[src/rtl/sad8_controller.sv]
// Sum-of-absolute-differences sequencer around the AbsDiff8 datapath.
// Latches one operand pair at a time, waits for settling, then accumulates.
module AbsDiff8_circuit (
  input  logic [7:0] reff,
  input  logic [7:0] data,
  output logic [7:0] diff
);

  logic [8:0] w_sub;

  assign w_sub = {1'b0, reff} - {1'b0, data};
  // Borrow out means data > reff: negate the low byte.
  assign diff  = w_sub[8] ? (~w_sub[7:0] + 8'd1) : w_sub[7:0];

endmodule

module sad8_controller #(
  parameter int N_PAIRS       = 16,
  parameter int SETTLE_CYCLES = 4,
  parameter int ACC_W         = 12
) (
  input  logic             clk,
  input  logic             rst,
  input  logic             start,
  input  logic             in_valid,
  output logic             in_ready,
  input  logic [7:0]       in_reff,
  input  logic [7:0]       in_data,
  output logic             busy,
  output logic             done,
  output logic [ACC_W-1:0] sad
);

  localparam int CW = (N_PAIRS > 1) ? $clog2(N_PAIRS) : 1;
  localparam int SW = (SETTLE_CYCLES > 1) ? $clog2(SETTLE_CYCLES) : 1;
  localparam logic [CW-1:0] LAST_PAIR   = CW'(N_PAIRS - 1);
  localparam logic [SW-1:0] SETTLE_LOAD = SW'(SETTLE_CYCLES - 1);

  typedef enum logic [1:0] {
    S_IDLE,
    S_GET,
    S_WAIT,
    S_DONE
  } state_t;

  state_t           r_state;
  state_t           w_next;
  logic [7:0]       r_reff;
  logic [7:0]       r_data;
  logic [ACC_W-1:0] r_sad;
  logic [CW-1:0]    r_pairs;
  logic [SW-1:0]    r_settle;
  logic [7:0]       w_diff;
  logic             w_settled;

  AbsDiff8_circuit u_absdiff (
    .reff (r_reff),
    .data (r_data),
    .diff (w_diff)
  );

  assign w_settled = (r_settle == '0);

  always_comb begin
    w_next   = r_state;
    in_ready = 1'b0;
    busy     = 1'b1;
    done     = 1'b0;
    unique case (r_state)
      S_IDLE: begin
        busy = 1'b0;
        if (start) w_next = S_GET;
      end
      S_GET: begin
        in_ready = 1'b1;
        if (in_valid) w_next = S_WAIT;
      end
      S_WAIT: begin
        if (w_settled)
          w_next = (r_pairs == LAST_PAIR) ? S_DONE : S_GET;
      end
      S_DONE: begin
        done   = 1'b1;
        w_next = S_IDLE;
      end
      default: w_next = S_IDLE;
    endcase
  end

  always_ff @(posedge clk) begin
    if (rst) begin
      r_state  <= S_IDLE;
      r_reff   <= '0;
      r_data   <= '0;
      r_sad    <= '0;
      r_pairs  <= '0;
      r_settle <= '0;
    end else begin
      r_state <= w_next;
      unique case (r_state)
        S_IDLE: begin
          if (start) begin
            r_sad   <= '0;
            r_pairs <= '0;
          end
        end
        S_GET: begin
          if (in_valid) begin
            r_reff   <= in_reff;
            r_data   <= in_data;
            r_settle <= SETTLE_LOAD;
          end
        end
        // diff is only trusted once the settle budget has run out.
        S_WAIT: begin
          if (w_settled) begin
            r_sad   <= r_sad + ACC_W'(w_diff);
            r_pairs <= r_pairs + CW'(1);
          end else begin
            r_settle <= r_settle - SW'(1);
          end
        end
        default: ;
      endcase
    end
  end

  assign sad = r_sad;

endmodule

[config.mk]
export PLATFORM = sky130hd
export DESIGN_NAME = sad8_controller
export DESIGN_NICKNAME = d
export VERILOG_FILES = /design/src/rtl/sad8_controller.sv
export SDC_FILE = /design/constraint.sdc
export NUM_CORES = 1
export LEC_CHECK = 0
export BUFFER_PORTS_ARGS = -buffer_cell sky130_fd_sc_hd__buf_2
export CORE_MARGIN = 5
export CORE_UTILIZATION = 51
export DETAILED_ROUTE_END_ITERATION = 6
export HOLD_SLACK_MARGIN = 0.02
export MAX_ROUTING_LAYER = met4
export PLACE_DENSITY = 0.73
export SLEW_MARGIN = 20
export SYNTH_ARGS = -nofsm -noshare
export SYNTH_HDL_FRONTEND = slang
export SYNTH_SLANG_ARGS = --single-unit
[constraint.sdc]
create_clock -name clk -period 4.84 [get_ports clk]
set_input_delay 0.968 -clock clk [delete_from_list [all_inputs] [get_ports clk]]
set_output_delay 0.968 -clock clk [all_outputs]
set_load 0.005 [all_outputs]
==> results of run 1 <==
==> tightest hold or removal path, delay by kind of cell, from the launching register on <==
family / cells / cell delay, ns
DFF: 1 / 0.31
AOI/OAI and AO/OA: 1 / 0.05
and+or+nand+nor: 1 / 0.05
==> Yosys cell counts (all sizes together) (6+ instances only) <==
| cell type | count |
|---|---|
| dfxtp | 36 |
| nor2 | 30 |
| ha | 21 |
| o21ai | 11 |
| inv | 19 |
| clkbuf | 7 |
| xnor2 | 12 |
| a21oi | 31 |
| nand2 | 39 |
| a21o | 6 |
==> area by class of cell <==
| class | count | area (µm²) | share of cell area |
|---|---|---|---|
| Multi-Input combinational cell | 213 | 1390 | 0.554 |
| Sequential cell | 36 | 721 | 0.287 |
| Timing Repair Buffer | 34 | 170 | 0.0679 |
| Clock buffer | 8 | 90.1 | 0.0359 |
| Inverter | 19 | 71.3 | 0.0284 |
| Tap cell | 52 | 65.1 | 0.0259 |
==> sequential cells by signal (all words and copies together) (netlist names) <==
register  cells
r_settle      2
r_reff        8
r_pairs       4
sad          12
r_state       2
r_data        8
==> power groups by stage <==
stage	clock [mW]	combinational (mW)	sequential, mW
floorplan	0	0.213	0.318
global placement	0	0.262	0.319
detailed placement	0	0.266	0.319
CTS	0.227	0.268	0.313
global route	0.240	0.304	0.314
finish	0.220	0.269	0.312
==> placed cells by master, fill, tap and decap left out, types with 6 or more instances in the layout <==
cell type,synthesis,final
a21oi_1,31,31
xnor2_1,12,12
ha_1,21,21
nand2_1,39,39
o21ai_0,9,9
buf_2,2,34
inv_1,19,19
dfxtp_1,36,36
nor2_1,30,30
clkbuf_8,0,6
==> path summary, 6_finish.rpt <==
check	start	endpoint	slack [ns]
worst max-delay path	r_reff[0]$_SDFFE_PP0P_	sad[11]$_SDFFE_PP0P_	1.09
worst min-delay path	r_data[2]$_SDFFE_PP0P_	r_data[2]$_SDFFE_PP0P_	0.45
worst min register to register	r_data[2]$_SDFFE_PP0P_	r_data[2]$_SDFFE_PP0P_	0.45
worst max register to register	r_reff[0]$_SDFFE_PP0P_	sad[11]$_SDFFE_PP0P_	1.09
==> per-stage QoR <==
| step | cells | util |
|---|---|---|
| final | 362 | 0.584 |
| after global routing | 362 | 0.584 |
| after CTS | 362 | 0.584 |
| after detailed placement | 354 | 0.563 |
| after global placement | 354 | 0.563 |
| after floorplan | 277 | - |
==> kinds of logic (layout without fill, tap and decap cells) <==
kind of cell / count (synthesis) / in the layout / share of synthesized area
buf+inv: 28 / 61 / 0.0485
simple gates: 100 / 100 / 0.205
flops: 36 / 36 / 0.325
fa+ha+maj: 23 / 23 / 0.136
compound gates: 71 / 71 / 0.207
xor+xnor: 17 / 17 / 0.0671
mux: 2 / 2 / 0.0113
==> layer usage <==
| layer | routed length [µm] | up-vias | global-route usage |
|---|---|---|---|
| met5 | 0 | - | - |
| met4 | 75 | 0 | 0.0587 |
| met3 | 208 | 5 | 0.0427 |
| met2 | 2100 | 32 | 0.266 |
| met1 | 2020 | 858 | 0.187 |
| li1 | - | 1015 | - |
==> results.yml, run 1 <==
status:
  outcome: "completed"
logic_synthesis:
  ys_seq_area_frac: 0.325
  synth_top_cell_by_area: "dfxtp_1"
  synthFlopType: "dfxtp_1"
  syn_nets: 320
  yosysUniqueCellTypes: 43
  syn_inst: 277
  avgSynthCellArea_um2: 8.01
  synthTopCellsByArea: "dfxtp_1, ha_1, a21oi_1"
  synth.ff_latch_count: 36
  synth_area_um2: 2220
  synth_edf_count: 0
  async_flop_share: 0
  yosysTopAreaCellShare: 0.325
  ys_warn_count: 0
worst_setup_path:
  cp.required_ns: 5.02
  path_cells: "inv_1 -> ha_1 -> inv_1 -> fa_1 -> a211oi_2 -> o21ai_1 -> a21o_1 -> a21o_1 -> mux2_4 -> ha_1 -> a21o_1 -> a21o_4 -> a2111oi_2 -> o32a_2 -> or3_1 -> a21oi_1"
  critPathMaxFanout: 7
  cpMostUsedCell: "a21o_1"
  critPathSlowestCell: "a2111oi_2"
  crit_type: "flip-flop to flip-flop"
  cp.depth: 16
  cp-start-kind: "flip-flop"
  crit_buf_inv: 2
  max_stage_delay_ns: 0.43
  cp_top_family: "compound AO/OA/AOI/OAI gates"
  rr_worst_depth: 16
  cp_data_arrival_time_ns: 3.93
  cp-end-kind: "flip-flop"
grt:
  first_global_vias: 1770
  grt_pass1_wl_mm: 7.60
  overflow: 0
  grt.total_usage: 0.161
  grt_max_degree: 36
  antenna_found_initial: 0
placement:
  place_congestion: 0.809
  place_ws_ns: 1.10
  portBuffers: 34
  dp_hpwl_mm: 3.36
  post_dp_cell_area_um2: 2420
sta:
  setup_viol: 0
  finClkSkew_ns: 0.0115
  setup_ws_ns: 1.09
  timing.slew.headroom: 0.598
  min_period_ns: 3.75
  rsz0062_at_grt: "false"
  setup_tns_ns: 0
  fmax_mhz: 267
  worstMarginPinSlew_ns: 0.603
  hold_viol: 0
  final.period_utilization: 0.774
  drv_slew: 0
  hold_ws_ns: 0.452
cts:
  cts_buffers: 5
  cts_root_buf: "clkbuf_8"
  post_cts_resized: 0
  cts_tree: "built"
  clockBufferDepth: 2
  ctsHoldBuffers: 0
  path_clk_slew_ns: 0.08
  postCtsSetupBuffers: 0
  clk-insertion-delay-late_ns: 0.29
  cts_sinks: 36
  h-tree-depth: 2
die:
  core.rowCount: 24
  die_w_um: 76.0
  start_util: 0.517
  core_area_um2: 4290
  ioPinCount: 35
  die_area_um2: 5770
  die_h_um: 76.0
routing:
  wl_per_cell_um: 12.2
  drt_iter0_markers: 84
  first_pass_iters: 4
  vias: 1910
  route.detailed.drc: 0
  detail-route-antenna-nets: 0
  finalWirelength_mm: 4.40
  vias_per_cell: 5.28
power_and_ir_drop:
  irDropWorstVdd_mv: 0.129
  switchingPower_mw: 0.260
  swShare: 0.324
  finalPower_mw: 0.801
  leakage_nw: 1.04
  clkPwrFrac: 0.275
  pwr-share-seq: 0.390
  combPwrFrac: 0.335
  power_density_nw_per_um2: 320
  internal-power_mw: 0.541
hold_path:
  holdPathStages: 2
  hold_class: "flip-flop to flip-flop"
run:
  maxCapViolCount: 0
cells_and_area:
  drive_gt1_frac: 0.155
  postLayoutCellArea_um2: 2510
  layout.nets: 352
  area_delta_synth_final_pct: 13.0
  diodes: 0
  fill_cells: 430
Power figures use the tool's default switching activity.
==> inputs of run 2 (changes only) <==
Settings changed: PLACE_DENSITY 0.73 to 0.76.
Clock period 4.84 ns to 3.29 ns, I/O delays scaled along.
==> results.yml, run 2 (synthesis gave the netlist of run 1 again) <==
sta:
  worstMarginPinSlew_ns: 0.619
  finClkSkew_ns: 0.00459
  final.period_utilization: 1.05
  drv_slew: 0
  setup_viol: 6
  min_period_ns: 3.47
  hold_viol: 0
  setup_ws_ns: -0.176
  rsz0062_at_grt: "true"
  fmax_mhz: 288
  setup_tns_ns: -0.611
  timing.slew.headroom: 0.587
hold_path:
  holdPathStages: 2
  min_from: "r_data[7]$_SDFFE_PP0P_"
  hold_class: "flip-flop to flip-flop"
  worstHoldEndpoint: "r_data[7]$_SDFFE_PP0P_"
worst_setup_path:
  cp-start-kind: "flip-flop"
  r2r-start: "r_reff[0]$_SDFFE_PP0P_"
  cp.required_ns: 3.52
  crit_buf_inv: 3
  crit_start: "r_reff[0]$_SDFFE_PP0P_"
  path_cells: "inv_2 -> ha_4 -> inv_2 -> fa_2 -> a211oi_2 -> o21ai_1 -> a21o_1 -> a21o_4 -> buf_4 -> nor2_2 -> xnor2_1 -> ha_1 -> o21a_1 -> o21ai_1 -> o32a_4 -> or3_1 -> a21oi_1"
  rrSetupSlack_ns: -0.18
  critPathSlowestCell: "o32a_4"
  rr_worst_depth: 17
  crit_type: "flip-flop to flip-flop"
  r2r_end: "sad[9]$_SDFFE_PP0P_"
  max_stage_delay_ns: 0.38
  cp-end-kind: "flip-flop"
  cp_top_family: "compound AO/OA/AOI/OAI gates"
  cp_data_arrival_time_ns: 3.69
  critPathMaxFanout: 6
status:
  outcome: "finished, violations left"
  violations: "negative setup slack"
power_and_ir_drop:
  irDropWorstVdd_mv: 0.388
  pwr-share-seq: 0.318
  switchingPower_mw: 0.468
  leakage_nw: 1.16
  power_density_nw_per_um2: 513
  combPwrFrac: 0.406
  clkPwrFrac: 0.276
  internal-power_mw: 0.981
  swShare: 0.323
cells_and_area:
  drive_gt1_frac: 0.273
  diodes: 0
  area_delta_synth_final_pct: 27.4
  largest_reg_flops: 12
  final_common_cell: "nand2_1"
  fin_util: 0.658
  postLayoutCellArea_um2: 2830
  layout.nets: 372
  layout_common_cells: "nand2_1, buf_2, dfxtp_1"
  finalNonFillerCells: 382
cts:
  clockBufferDepth: 2
  path_clk_slew_ns: 0.08
  cts_sinks: 36
  cts_root_buf: "clkbuf_8"
  cts_tree: "built"
  clk-insertion-delay-late_ns: 0.29
  h-tree-depth: 2
  cts_buffers: 5
  ctsHoldBuffers: 0
die:
  core.rowCount: 24
  die_area_um2: 5770
  start_util: 0.517
  die_h_um: 76.0
  die_w_um: 76.0
  ioPinCount: 35
  core_area_um2: 4290
routing:
  vias_per_cell: 5.35
  wl_met3_um: 227
  top_layer: "met4"
  first_pass_iters: 4
  drt_iter0_markers: 54
  met2WireLength_mm: 2.58
  detail-route-antenna-nets: 0
  wl_per_cell_um: 13.3
  vias: 2042
  route.detailed.drc: 0
  finalWirelength_mm: 5.09
  drt-met1-wl_mm: 2.21
placement:
  post_dp_cell_area_um2: 2590
  dp_hpwl_mm: 3.70
  portBuffers: 34
  place_congestion: 0.772
  placedCellCount: 371
grt:
  first_global_vias: 1863
  grt_pass1_wl_mm: 8.17
  overflow: 0
  antenna_found_initial: 0
  grt_max_degree: 36
  grt.total_usage: 0.175
run:
  maxCapViolCount: 0
run 2: metrics by stage:
stage | hold WS, ns | setup slack [ns] | power, mW
finish | 0.455 | -0.176 | 1.45
global route | 0.480 | -0.315 | 1.54
CTS | 0.459 | -0.101 | 1.35
detailed placement | 0.448 | -0.151 | 0.938
global placement | 0.443 | -0.0593 | 0.926
floorplan | 0.436 | -0.00890 | 0.788
run 2: area by class of cell:
class                   count  area, µm²
clock buffers               5       68.8
clock inverters             3       46.3
fillers                   371       1470
inverters                  19       71.3
multi-input cells         213       1520
flip-flops and latches     36        723
well taps                  52       65.1
repair buffers             54        328
run 2: tightest hold or removal path: cells and delay by family, from the launching register on:
kind	cells	cell delay, ns
and+or+nand+nor	1	0.05
AOI/OAI and AO/OA	1	0.05
DFF	1	0.31
run 2: repair_timing:
action | in CTS | in global routing
endpoints found under the setup margin | 6 | 9
setup buffers | 1 | 2
pin swaps | 2 | 7
resized for setup | 2 | 16
run 2: worst max path at each step:
stage | slack [ns] | end | cells past startpoint
3_5_place_dp | -0.15 | sad[10]$_SDFFE_PP0P_ | 17
5_1_grt | -0.31 | sad[9]$_SDFFE_PP0P_ | 17
2_1_floorplan | -0.009 | sad[9]$_SDFFE_PP0P_ | 16
6_report | -0.18 | sad[9]$_SDFFE_PP0P_ | 17
3_3_place_gp | -0.06 | sad[10]$_SDFFE_PP0P_ | 17
4_1_cts | -0.10 | sad[9]$_SDFFE_PP0P_ | 16
run 2: power by group through the flow:
stage / sequential [mW] / clock (mW) / combinational, mW
after floorplan: 0.468 / 0 / 0.320
after CTS: 0.460 / 0.407 / 0.487
after detailed placement: 0.471 / 0 / 0.467
after global routing: 0.463 / 0.432 / 0.646
final: 0.461 / 0.400 / 0.588
after global placement: 0.470 / 0 / 0.456
run 2: metal layers:
layer	track usage	vias to the layer above
met5	-	-
met4	0.0534	0
met3	0.0486	8
met2	0.283	39
met1	0.212	942
li1	-	1053
